==> src/rtl/ct_fcnvt_wb_ctrl_pkg.sv <==
`default_nettype none
// ============================================================================
// Module      : ct_fcnvt_wb_ctrl_pkg
// Description : Shared constants and types for the fcnvt writeback queue:
//               fflags bit positions and default payload geometry.
// Revision    : 1.0 - initial release
// ============================================================================
package ct_fcnvt_wb_ctrl_pkg;

  // Exception flag bit positions inside the 5-bit fflags field
  localparam int FFLAG_NV    = 4;
  localparam int FFLAG_DZ    = 3;
  localparam int FFLAG_OF    = 2;
  localparam int FFLAG_UF    = 1;
  localparam int FFLAG_NX    = 0;
  localparam int FFLAG_WIDTH = 5;

  // Default payload geometry
  localparam int DEFAULT_DATA_WIDTH = 64;
  localparam int DEFAULT_PREG_WIDTH = 7;
  localparam int DEFAULT_DEPTH      = 4;

  typedef logic [FFLAG_WIDTH-1:0] fflags_t;

endpackage
`default_nettype wire

==> src/rtl/ct_fcnvt_wb_ctrl_if.sv <==
`default_nettype none
// ============================================================================
// Module      : ct_fcnvt_wb_ctrl_if
// Description : EX pipe-down / writeback arbiter bundle for the fcnvt
//               writeback queue. The slave modport is the queue itself.
// Revision    : 1.0 - initial release
// ============================================================================
interface ct_fcnvt_wb_ctrl_if
  import ct_fcnvt_wb_ctrl_pkg::*;
#(
  parameter int DATA_WIDTH = DEFAULT_DATA_WIDTH,
  parameter int PREG_WIDTH = DEFAULT_PREG_WIDTH,
  parameter int DEPTH      = DEFAULT_DEPTH
) ();

  localparam int CNT_WIDTH = $clog2(DEPTH) + 1;

  // EX pipe side
  logic                  ex1_pipedown;
  logic                  ex2_pipedown;
  logic                  ex3_pipedown;
  logic [DATA_WIDTH-1:0] ex3_result;
  fflags_t               ex3_fflags;
  logic [PREG_WIDTH-1:0] ex3_dst_preg;
  logic                  rtu_yy_xx_flush;

  // Writeback arbiter side
  logic                  vfalu_wb_grant;
  logic                  fcnvt_wb_vld;
  logic [DATA_WIDTH-1:0] fcnvt_wb_data;
  fflags_t               fcnvt_wb_fflags;
  logic [PREG_WIDTH-1:0] fcnvt_wb_preg;
  logic                  fcnvt_issue_stall;
  logic [CNT_WIDTH-1:0]  fcnvt_wb_entry_cnt;

  modport slave (
    input  ex1_pipedown, ex2_pipedown, ex3_pipedown,
    input  ex3_result, ex3_fflags, ex3_dst_preg,
    input  rtu_yy_xx_flush, vfalu_wb_grant,
    output fcnvt_wb_vld, fcnvt_wb_data, fcnvt_wb_fflags, fcnvt_wb_preg,
    output fcnvt_issue_stall, fcnvt_wb_entry_cnt
  );

  modport master (
    output ex1_pipedown, ex2_pipedown, ex3_pipedown,
    output ex3_result, ex3_fflags, ex3_dst_preg,
    output rtu_yy_xx_flush, vfalu_wb_grant,
    input  fcnvt_wb_vld, fcnvt_wb_data, fcnvt_wb_fflags, fcnvt_wb_preg,
    input  fcnvt_issue_stall, fcnvt_wb_entry_cnt
  );

endinterface
`default_nettype wire

==> src/rtl/ct_fcnvt_wb_ctrl_entry.sv <==
`default_nettype none
// ============================================================================
// Module      : ct_fcnvt_wb_entry
// Description : One writeback queue payload slot (result, fflags, dest preg)
//               clocked by its own gate that opens only when written.
// Revision    : 1.0 - initial release
// ============================================================================
module ct_fcnvt_wb_entry
  import ct_fcnvt_wb_ctrl_pkg::*;
#(
  parameter int DATA_WIDTH = DEFAULT_DATA_WIDTH,
  parameter int PREG_WIDTH = DEFAULT_PREG_WIDTH
) (
  input  wire logic                  forever_cpuclk,
  input  wire logic                  cpurst_b,
  input  wire logic                  cp0_yy_clk_en,
  input  wire logic                  cp0_vfpu_icg_en,
  input  wire logic                  pad_yy_icg_scan_en,
  input  wire logic                  wr_en,
  input  wire logic [DATA_WIDTH-1:0] wr_data,
  input  wire fflags_t               wr_fflags,
  input  wire logic [PREG_WIDTH-1:0] wr_preg,
  output logic      [DATA_WIDTH-1:0] data,
  output fflags_t                    fflags,
  output logic      [PREG_WIDTH-1:0] preg
);

  logic w_entry_clk;

  gated_clk_cell x_entry_gated_clk (
    .clk_in             (forever_cpuclk),
    .global_en          (cp0_yy_clk_en),
    .module_en          (cp0_vfpu_icg_en),
    .local_en           (wr_en),
    .external_en        (1'b0),
    .pad_yy_icg_scan_en (pad_yy_icg_scan_en),
    .clk_out            (w_entry_clk)
  );

  // Store the EX3 payload when this slot is the write target
  always_ff @(posedge w_entry_clk or negedge cpurst_b) begin
    if (!cpurst_b) begin
      data   <= '0;
      fflags <= '0;
      preg   <= '0;
    end else if (wr_en) begin
      data   <= wr_data;
      fflags <= wr_fflags;
      preg   <= wr_preg;
    end
  end

endmodule
`default_nettype wire

==> src/rtl/gated_clk_cell.sv <==
`default_nettype none
// ============================================================================
// Module      : gated_clk_cell
// Description : Latch-based integrated clock gate. The clock runs when the
//               global enable is set and either the module or local enable
//               is set, or when the external or scan override is set.
// Revision    : 1.0 - initial release
// ============================================================================
module gated_clk_cell (
  input  wire logic clk_in,
  input  wire logic global_en,
  input  wire logic module_en,
  input  wire logic local_en,
  input  wire logic external_en,
  input  wire logic pad_yy_icg_scan_en,
  output logic      clk_out
);

  logic w_clk_en_bf_latch;
  logic r_clk_en_af_latch;

  assign w_clk_en_bf_latch = (global_en & (module_en | local_en)) | external_en;

  // Capture the enable during the low phase so clk_out never glitches
  always_latch begin
    if (!clk_in) begin
      r_clk_en_af_latch <= w_clk_en_bf_latch | pad_yy_icg_scan_en;
    end
  end

  assign clk_out = clk_in & r_clk_en_af_latch;

endmodule
`default_nettype wire

==> src/rtl/ct_fcnvt_wb_ctrl.sv <==
`default_nettype none
// ============================================================================
// Module      : ct_fcnvt_wb_ctrl
// Description : fcnvt writeback stage. Captures EX3 results into an in-order
//               queue, presents the head to the VRF writeback arbiter, and
//               raises a credit stall so every in-flight op has a slot.
// Revision    : 1.0 - initial release
// ============================================================================
module ct_fcnvt_wb_ctrl
  import ct_fcnvt_wb_ctrl_pkg::*;
#(
  parameter int DATA_WIDTH = DEFAULT_DATA_WIDTH,
  parameter int PREG_WIDTH = DEFAULT_PREG_WIDTH,
  parameter int DEPTH      = DEFAULT_DEPTH
) (
  input  wire logic          forever_cpuclk,
  input  wire logic          cpurst_b,
  input  wire logic          cp0_yy_clk_en,
  input  wire logic          cp0_vfpu_icg_en,
  input  wire logic          pad_yy_icg_scan_en,
  ct_fcnvt_wb_ctrl_if.slave  bus
);

  localparam int PTR_WIDTH = $clog2(DEPTH);
  localparam int CNT_WIDTH = PTR_WIDTH + 1;
  localparam logic [CNT_WIDTH:0] C_CREDIT_LIMIT = (CNT_WIDTH + 1)'(DEPTH);

  logic [PTR_WIDTH-1:0]  r_rptr;
  logic [PTR_WIDTH-1:0]  r_wptr;
  logic [CNT_WIDTH-1:0]  r_cnt;

  logic                  w_vld;
  logic                  w_enq;
  logic                  w_deq;
  logic                  w_ctrl_clk_en;
  logic                  w_ctrl_clk;
  logic [CNT_WIDTH:0]    w_credit;

  logic [DEPTH-1:0]      w_ent_wr_en;
  logic [DATA_WIDTH-1:0] w_ent_data   [DEPTH];
  fflags_t               w_ent_fflags [DEPTH];
  logic [PREG_WIDTH-1:0] w_ent_preg   [DEPTH];

  // Flush wins over both queue operations; grant only counts with a valid head
  assign w_vld = (r_cnt != '0);
  assign w_enq = bus.ex3_pipedown & ~bus.rtu_yy_xx_flush;
  assign w_deq = w_vld & bus.vfalu_wb_grant & ~bus.rtu_yy_xx_flush;

  assign w_ctrl_clk_en = bus.ex3_pipedown | w_vld | bus.rtu_yy_xx_flush;

  gated_clk_cell x_ctrl_gated_clk (
    .clk_in             (forever_cpuclk),
    .global_en          (cp0_yy_clk_en),
    .module_en          (cp0_vfpu_icg_en),
    .local_en           (w_ctrl_clk_en),
    .external_en        (1'b0),
    .pad_yy_icg_scan_en (pad_yy_icg_scan_en),
    .clk_out            (w_ctrl_clk)
  );

  // Pointer and occupancy update; enqueue/dequeue may coincide even when full
  always_ff @(posedge w_ctrl_clk or negedge cpurst_b) begin
    if (!cpurst_b) begin
      r_rptr <= '0;
      r_wptr <= '0;
      r_cnt  <= '0;
    end else if (bus.rtu_yy_xx_flush) begin
      r_rptr <= '0;
      r_wptr <= '0;
      r_cnt  <= '0;
    end else begin
      if (w_enq) begin
        r_wptr <= r_wptr + 1'b1;
      end
      if (w_deq) begin
        r_rptr <= r_rptr + 1'b1;
      end
      unique case ({w_enq, w_deq})
        2'b10:   r_cnt <= r_cnt + 1'b1;
        2'b01:   r_cnt <= r_cnt - 1'b1;
        default: r_cnt <= r_cnt;
      endcase
    end
  end

  // Reserve a slot for every op already in EX1..EX3
  assign w_credit = {1'b0, r_cnt}
                  + (CNT_WIDTH + 1)'(bus.ex1_pipedown)
                  + (CNT_WIDTH + 1)'(bus.ex2_pipedown)
                  + (CNT_WIDTH + 1)'(bus.ex3_pipedown);

  assign bus.fcnvt_issue_stall  = (w_credit >= C_CREDIT_LIMIT);
  assign bus.fcnvt_wb_vld       = w_vld;
  assign bus.fcnvt_wb_entry_cnt = r_cnt;

  for (genvar g = 0; g < DEPTH; g++) begin : g_entry
    assign w_ent_wr_en[g] = w_enq & (r_wptr == PTR_WIDTH'(g));

    ct_fcnvt_wb_entry #(
      .DATA_WIDTH (DATA_WIDTH),
      .PREG_WIDTH (PREG_WIDTH)
    ) x_entry (
      .forever_cpuclk     (forever_cpuclk),
      .cpurst_b           (cpurst_b),
      .cp0_yy_clk_en      (cp0_yy_clk_en),
      .cp0_vfpu_icg_en    (cp0_vfpu_icg_en),
      .pad_yy_icg_scan_en (pad_yy_icg_scan_en),
      .wr_en              (w_ent_wr_en[g]),
      .wr_data            (bus.ex3_result),
      .wr_fflags          (bus.ex3_fflags),
      .wr_preg            (bus.ex3_dst_preg),
      .data               (w_ent_data[g]),
      .fflags             (w_ent_fflags[g]),
      .preg               (w_ent_preg[g])
    );
  end

  // Head payload comes straight from the slot at the read pointer
  assign bus.fcnvt_wb_data   = w_ent_data[r_rptr];
  assign bus.fcnvt_wb_fflags = w_ent_fflags[r_rptr];
  assign bus.fcnvt_wb_preg   = w_ent_preg[r_rptr];

endmodule
`default_nettype wire

==> src/flat_wrapper.sv <==
// flat-port wrapper written by rule: the top's interface ports become plain ports
module ct_fcnvt_wb_ctrl_flat import ct_fcnvt_wb_ctrl_pkg::*;
#(
  parameter int DATA_WIDTH = DEFAULT_DATA_WIDTH,
  parameter int PREG_WIDTH = DEFAULT_PREG_WIDTH,
  parameter int DEPTH      = DEFAULT_DEPTH
)
  (forever_cpuclk, cpurst_b, cp0_yy_clk_en, cp0_vfpu_icg_en, pad_yy_icg_scan_en, bus_ex1_pipedown, bus_ex2_pipedown, bus_ex3_pipedown, bus_ex3_result, bus_ex3_fflags, bus_ex3_dst_preg, bus_rtu_yy_xx_flush, bus_vfalu_wb_grant, bus_fcnvt_wb_vld, bus_fcnvt_wb_data, bus_fcnvt_wb_fflags, bus_fcnvt_wb_preg, bus_fcnvt_issue_stall, bus_fcnvt_wb_entry_cnt);
  ct_fcnvt_wb_ctrl_if #(.DATA_WIDTH(DATA_WIDTH), .PREG_WIDTH(PREG_WIDTH), .DEPTH(DEPTH)) bus_i ();
  input  wire logic forever_cpuclk;
  input  wire logic cpurst_b;
  input  wire logic cp0_yy_clk_en;
  input  wire logic cp0_vfpu_icg_en;
  input  wire logic pad_yy_icg_scan_en;
  input wire logic [$bits(bus_i.ex1_pipedown)-1:0] bus_ex1_pipedown;
  input wire logic [$bits(bus_i.ex2_pipedown)-1:0] bus_ex2_pipedown;
  input wire logic [$bits(bus_i.ex3_pipedown)-1:0] bus_ex3_pipedown;
  input wire logic [$bits(bus_i.ex3_result)-1:0] bus_ex3_result;
  input wire logic [$bits(bus_i.ex3_fflags)-1:0] bus_ex3_fflags;
  input wire logic [$bits(bus_i.ex3_dst_preg)-1:0] bus_ex3_dst_preg;
  input wire logic [$bits(bus_i.rtu_yy_xx_flush)-1:0] bus_rtu_yy_xx_flush;
  input wire logic [$bits(bus_i.vfalu_wb_grant)-1:0] bus_vfalu_wb_grant;
  output wire logic [$bits(bus_i.fcnvt_wb_vld)-1:0] bus_fcnvt_wb_vld;
  output wire logic [$bits(bus_i.fcnvt_wb_data)-1:0] bus_fcnvt_wb_data;
  output wire logic [$bits(bus_i.fcnvt_wb_fflags)-1:0] bus_fcnvt_wb_fflags;
  output wire logic [$bits(bus_i.fcnvt_wb_preg)-1:0] bus_fcnvt_wb_preg;
  output wire logic [$bits(bus_i.fcnvt_issue_stall)-1:0] bus_fcnvt_issue_stall;
  output wire logic [$bits(bus_i.fcnvt_wb_entry_cnt)-1:0] bus_fcnvt_wb_entry_cnt;
  assign bus_i.ex1_pipedown = bus_ex1_pipedown;
  assign bus_i.ex2_pipedown = bus_ex2_pipedown;
  assign bus_i.ex3_pipedown = bus_ex3_pipedown;
  assign bus_i.ex3_result = bus_ex3_result;
  assign bus_i.ex3_fflags = bus_ex3_fflags;
  assign bus_i.ex3_dst_preg = bus_ex3_dst_preg;
  assign bus_i.rtu_yy_xx_flush = bus_rtu_yy_xx_flush;
  assign bus_i.vfalu_wb_grant = bus_vfalu_wb_grant;
  assign bus_fcnvt_wb_vld = bus_i.fcnvt_wb_vld;
  assign bus_fcnvt_wb_data = bus_i.fcnvt_wb_data;
  assign bus_fcnvt_wb_fflags = bus_i.fcnvt_wb_fflags;
  assign bus_fcnvt_wb_preg = bus_i.fcnvt_wb_preg;
  assign bus_fcnvt_issue_stall = bus_i.fcnvt_issue_stall;
  assign bus_fcnvt_wb_entry_cnt = bus_i.fcnvt_wb_entry_cnt;
  ct_fcnvt_wb_ctrl #(.DATA_WIDTH(DATA_WIDTH), .PREG_WIDTH(PREG_WIDTH), .DEPTH(DEPTH)) u_core (.forever_cpuclk(forever_cpuclk), .cpurst_b(cpurst_b), .cp0_yy_clk_en(cp0_yy_clk_en), .cp0_vfpu_icg_en(cp0_vfpu_icg_en), .pad_yy_icg_scan_en(pad_yy_icg_scan_en), .bus(bus_i));
endmodule
==> config.mk <==
export PLATFORM = sky130hd
export DESIGN_NAME = ct_fcnvt_wb_ctrl_flat
export DESIGN_NICKNAME = d
export VERILOG_FILES = /design/src/rtl/ct_fcnvt_wb_ctrl_pkg.sv /design/src/rtl/ct_fcnvt_wb_ctrl_if.sv /design/src/rtl/ct_fcnvt_wb_ctrl_entry.sv /design/src/rtl/gated_clk_cell.sv /design/src/rtl/ct_fcnvt_wb_ctrl.sv /design/src/flat_wrapper.sv
export SDC_FILE = /design/constraint.sdc
export NUM_CORES = 1
export LEC_CHECK = 0
export CAP_MARGIN = 5
export CORE_UTILIZATION = 58
export CTS_BUF_LIST = sky130_fd_sc_hd__clkbuf_2 sky130_fd_sc_hd__clkbuf_4 sky130_fd_sc_hd__clkbuf_8
export CTS_CLUSTER_DIAMETER = 60
export CTS_CLUSTER_SIZE = 20
export DETAILED_ROUTE_END_ITERATION = 16
export PLACE_DENSITY = 0.86
export SLEW_MARGIN = 10
export SYNTH_ARGS = -nofsm -noshare
export SYNTH_HDL_FRONTEND = slang
export SYNTH_SLANG_ARGS = --single-unit
==> constraint.sdc <==
create_clock -name vclk -period 1.5
set_clock_uncertainty 0.1 [all_clocks]
set_input_delay 0.15 -clock vclk [all_inputs]
set_output_delay 0.15 -clock vclk [all_outputs]
set_load 0.01 [all_outputs]
==> metrics, run 1 <==
status completed; Detailed Place HPWL 17300 um; max cap viols 0; register area 0.00787 mm2; initial antenna violation count 2; Worst Path Required 1250 ps; # fillers 1711; final wirelength 28400 um; Pwr Total 2.10 mW; DRC errors left 0; Core Region 0.0242 mm2; Slowest-stage cell, CP fa_2; #FFs+latches synth 316; via count 7459; DIE WIDTH 159 um; crit-path max FO 2; crit path kind primary input to output port; Comb power frac 0.698; hold path start bus_ex2_pipedown; Worst path max stage delay 360 ps; # IOs 167; final hold violation count 0; area leader, netlist dfrtp_1; Synth Area in Adders 0.00718; Worst setup SP type primary input; Clk network pwr share 0; Post-CTS Setup Bufs 0; Setup crit end kind output port; RSZ-0062 raised after global routing false; starting DRC count in detailed routing 350; first-pass GRT wire length 46300 um; initial core utilization 0.589; average instance area after synthesis 17.7 um2; max_slew headroom 0.259; Antenna Cells 0; PortBufs 167; most common cell after layout, fill and taps aside dfrtp_1; syn_nets 902; antenna-violating nets left 0; GR Util All Layers 0.228; CP cell instances buf_6 -> fa_2 -> ha_4 -> a311o_1 -> buf_2; synthesized cell area 0.0143 mm2; largest family of logic cells by synthesized area multiplexers; RePlAce Congestion 0.762; share of layout cells above drive strength 1 0.439; Layout Cells excl Fill 1257; peak supply drop 288 uV; largest net degree at the start of global routing 148; total negative setup slack 0 ps; class of the worst hold path primary input to output port; minimum clock period 1460 ps; WP data arrival 1210 ps; GRT busiest layer met2; Final WS setup 39.5 ps; Final setup viols 0; CP startpoint bus_ex3_pipedown; PwrDens 130 mW/mm2; Synth Area in XOR/XNOR 0.00368; cell count after synthesis 809; count of unclocked register or latch pins 316; Synth-to-Final Area Change 12.8%; static leakage 6.80 nW; top-area cell type share of the netlist area 0.545; most frequent cells in the layout dfrtp_1, mux2_2, clkdlybuf4s50_1, mux2_4, mux4_2; Post-Synth Simple-Gate Area 0.0130; Routed WL per cell 22.6 um; Placement Rows 57; First-pass DRT Iterations 4; hold depth 4; switching portion of total power 0.385; GR Layer Usage met1 0.356; switching power 808 uW; Slew @ Worst Pin 1110 ps; grt total ovfl 0; dpl cells 1257; max-slew violations 0; Via density 5.93; pre-CTS WS -813 ps; mux cell area share after synthesis 0.392; Internal Power 1.29 mW; crit share post-route 0.974; Die Y 159 um; multi-input logic area 0.00606 mm2; compound-gate portion of the synthesized area 0.00613; number of global-route vias before repair 8244; Yosys cell types 32; Max Fclk 685 MHz; dominant cells by area after synthesis dfrtp_1, mux2_2, mux2_4; sequential power share 0.302; die area 0.0253 mm2; endpoints left unconstrained 396; final core utilization 0.664; grt met2 use 0.377; YS warnings 0; final net count 1028; met3 usage 0.0154
## cell type report
type,instances,share of cell area
Inverter,3,0.000699
Multi-Input combinational cell,434,0.376
Sequential cell,316,0.488
Timing Repair Buffer,180,0.110
Tap cell,324,0.0252
## worst max-delay path, delay by kind of cell
kind | cells | cell delay (ps)
AO/OA/AOI/OAI | 1 | 250
buffers and inverters | 2 | 240
adder cells (fa/ha/maj) | 2 | 570
## timing repair
action                     4_1_cts  5_1_grt
pin swaps                        3        2
gates resized for setup         15        2
setup endpoints to repair        1        1
hold buffers                     0        0
## sequential cells by signal (all words and copies together) (netlist names)
register and flops:
u_core.r_wptr 2, u_core.g_entry.x_entry.fflags 20, u_core.r_rptr 2, u_core.bus.fcnvt_wb_entry_cnt 3, u_core.g_entry.x_entry.data 256, u_core.g_entry.x_entry.x_entry_gated_clk.r_clk_en_af_latch 4
u_core.x_ctrl_gated_clk.r_clk_en_af_latch 1, u_core.g_entry.x_entry.preg 28
## routing by layer
metal  vias to the layer above  wire, um
met2                       127     13900
met5                         -        24
met4                         4       124
li1                       3227         -
met3                        12       866
met1                      4089     13500
## power by group through the flow
stage	clock network [mW]	registers [mW]	logic (mW)
6_report	0	0.633	1.46
5_1_grt	0	0.652	1.58
4_1_cts	0	0.633	1.49
3_5_place_dp	0	0.629	1.48
3_3_place_gp	0	0.622	1.45
2_1_floorplan	0	0.604	0.688
## synth_stat cells (all sizes together)
| master | instances |
|---|---|
| mux2 | 304 |
| o31ai | 1 |
| buf | 56 |
| nor2b | 1 |
| o41ai | 1 |
| dlxtn | 5 |
| and2 | 5 |
| nor4b | 1 |
| inv | 3 |
| nor2 | 6 |
| fa | 2 |
| nand2 | 1 |
| o311ai | 1 |
| o21ai | 4 |
| xor2 | 2 |
| nor3 | 1 |
| dfrtp | 311 |
| and3b | 4 |
| mux4 | 76 |
| xnor2 | 4 |
| and3 | 1 |
| mux2i | 1 |
| nand4 | 3 |
| a311o | 2 |
| o2111ai | 1 |
| or4b | 1 |
| ha | 5 |
| nand2b | 5 |
| or3 | 1 |
## path summary, 6_finish.rpt
| check | to | slack (ps) |
|---|---|---|
| max | bus_fcnvt_issue_stall | 40 |
| min | bus_fcnvt_issue_stall | 720 |
## stage by stage
step	hold slack (ps)	area (um2)
after floorplan	400	14300
after global placement	1340	16100
after detailed placement	1330	16100
after CTS	724	16100
after global routing	742	16100
final	720	16100
## logic make-up (layout without fill, tap and decap cells)
logic type	count (synthesis)	count (layout)
DFF	311	311
AOI/OAI and AO/OA	10	10
buffers and inverters	59	183
and+or+nand+nor	30	30
latches	5	5
xor gates and xnor gates	6	6
adders and majority gates	7	7
muxes	381	381
No activity file was read; power rests on OpenSTA's default activity.
==> run 2, diff against run 1 <==
Settings changed: SYNTH_HIERARCHICAL set to 1.
==> run 2 against run 1 <==
  * Critical path type unchanged
  * The run now ends with setup timing left
  * Largest power group unchanged
  * Worst hold slack gained 36 ps
  * Combinational power grew 10%
  * Worst setup slack lost 48 ps
  * Maximum frequency shrank 3.2%
  * Cell area grew 0.90%
  * Global-route usage grew 0.44 points
  * Die area grew 1.2%
  * Sequential share of layout area shrank 0.44 points
  * Power grew 12%
  * Flip-flop and latch count is the same
  * Critical endpoint unchanged
==> metrics, run 2 <==
#FFs+latches synth 316; max FFs per register 256; total negative setup slack -8.86 ps; average instance area after synthesis 17.7 um2; DRC errors left 0; minimum clock period 1510 ps; cell count after synthesis 816; dpl cell area 0.0162 mm2; RePlAce Congestion 0.749; # hold bufs at CTS 0; status complete, but fails checks; YS warnings 6; Primary FF master, synth dfrtp_1; top-area cell type share of the netlist area 0.538; first-pass GRT wire length 47700 um; starting DRC count in detailed routing 320; most flop-heavy register u_core/g_entry.x_entry/data; Detailed Place HPWL 17600 um; final wirelength 29000 um; hold path endpoint bus_fcnvt_issue_stall; final hold violation count 0; Worst setup SP type primary input; RSZ-0062 raised after global routing true; max cap viols 0; Post-CTS Setup Bufs 0; initial core utilization 0.593; Antenna Cells 0; Max Fclk 663 MHz; max-slew violations 0; count of unclocked register or latch pins 316; Placement Rows 57; grt total ovfl 0; crit-path max FO 1; failing checks setup timing; final core utilization 0.667; final net count 1036; Regs by FF count u_core/g_entry.x_entry/data x256, u_core/g_entry.x_entry/preg x28, u_core/g_entry.x_entry/fflags x20; # IOs 167; Final WS setup -8.86 ps; largest net degree at the start of global routing 90; # fillers 1727; initial antenna violation count 0; most frequent cells in the layout dfrtp_1, clkdlybuf4s50_1, mux2_4, mux2_2, mux4_2; number of global-route vias before repair 8422; PortBufs 167; syn_nets 909; DIE WIDTH 160 um; PwrDens 145 mW/mm2; crit path kind primary input to output port; Die Y 160 um; Via density 5.86; endpoints left unconstrained 396; max_slew headroom 0.275; most frequent cells after synthesis dfrtp_1, mux2_4, mux2_2, mux4_2, buf_2; Setup crit end kind output port; WP data arrival 1260 ps; hold slack 756 ps; dominant cells by area after synthesis dfrtp_1, mux2_4, mux4_2; die area 0.0256 mm2; hold path start bus_ex2_pipedown; Post-synth EDFFs 0; design area 0.0163 mm2; Async SR Flop Fraction 0.984; Yosys cell types 32; crit share post-route 1.01; via count 7411; Slew @ Worst Pin 1090 ps; GR Util All Layers 0.233; share of layout cells above drive strength 1 0.433; Final setup viols 1; Worst Path Required 1250 ps; antenna-violating nets left 0; pre-CTS WS -880 ps; most common cell in the netlist dfrtp_1; class of the worst hold path primary input to output port; synthesized cell area 0.0145 mm2; Synth-to-Final Area Change 12.4%; area leader, netlist dfrtp_1; Routed WL per cell 22.9 um; most common cell after layout, fill and taps aside dfrtp_1; hold depth 4; First-pass DRT Iterations 4; Core Region 0.0244 mm2; peak supply drop 247 uV; static leakage 6.92 nW
run 2: critical path, cell delays in order:
cell and delay, ps:
buf_6 90, fa_2 390, ha_4 220, a311o_1 260
buf_2 140
run 2: what timing repair did:
action | CTS | global route
pin swaps | 3 | 3
setup endpoints to repair | 1 | 1
resized for setup | 15 | 1
run 2: worst max-delay path by stage:
stage	startpoint	end	slack (ps)	depth (start not counted)
2_1_floorplan	bus_ex1_pipedown	bus_fcnvt_issue_stall	40	3
3_3_place_gp	bus_ex1_pipedown	bus_fcnvt_issue_stall	-850	5
3_5_place_dp	bus_ex1_pipedown	bus_fcnvt_issue_stall	-880	5
4_1_cts	bus_ex2_pipedown	bus_fcnvt_issue_stall	-90	5
5_1_grt	bus_ex1_pipedown	bus_fcnvt_issue_stall	-60	5
6_report	bus_ex1_pipedown	bus_fcnvt_issue_stall	-9	5
run 2: cell families (layout without fill, tap and decap cells):
family | count (synthesis) | count (layout) | synth area share
other | 5 | 5 | 0.00130
AND/OR/NAND/NOR | 36 | 36 | 0.0130
adder cells (fa/ha/maj) | 7 | 7 | 0.00710
multiplexers | 381 | 381 | 0.397
AO/OA/AOI/OAI | 10 | 10 | 0.00580
latches | 5 | 5 | 0.00519
flip-flops | 311 | 311 | 0.538
XOR/XNOR | 6 | 6 | 0.00363
buffers and inverters | 55 | 180 | 0.0285
run 2: layout make-up:
class	count	area, um2	share of cell area
sequential	316	7870	0.484
timing repair buffer	177	1750	0.108
multi-input combinational	445	6230	0.383
tap	324	405	0.0249
inverter	3	11.3	0.000693
run 2: routing by layer:
layer,vias up,GRT usage,wire (um)
met2,141,0.386,14200
li1,3226,-,-
met3,6,0.0216,1040
met4,0,0.0117,98
met5,-,0,0
met1,4038,0.357,13700
run 2: per-stage QoR:
stage | std cells | total power, mW
floorplan | 816 | 1.50
global placement | 1265 | 2.33
detailed placement | 1265 | 2.36
CTS | 1265 | 2.37
global route | 1265 | 2.51
finish | 1265 | 2.35
run 2: where the power goes:
part           leakage (nW)  internal [mW]  switching (mW)
Clock                     0              0               0
Combinational          3.00          0.849           0.757
Sequential             3.92          0.613           0.130
Total                  6.92           1.46           0.887
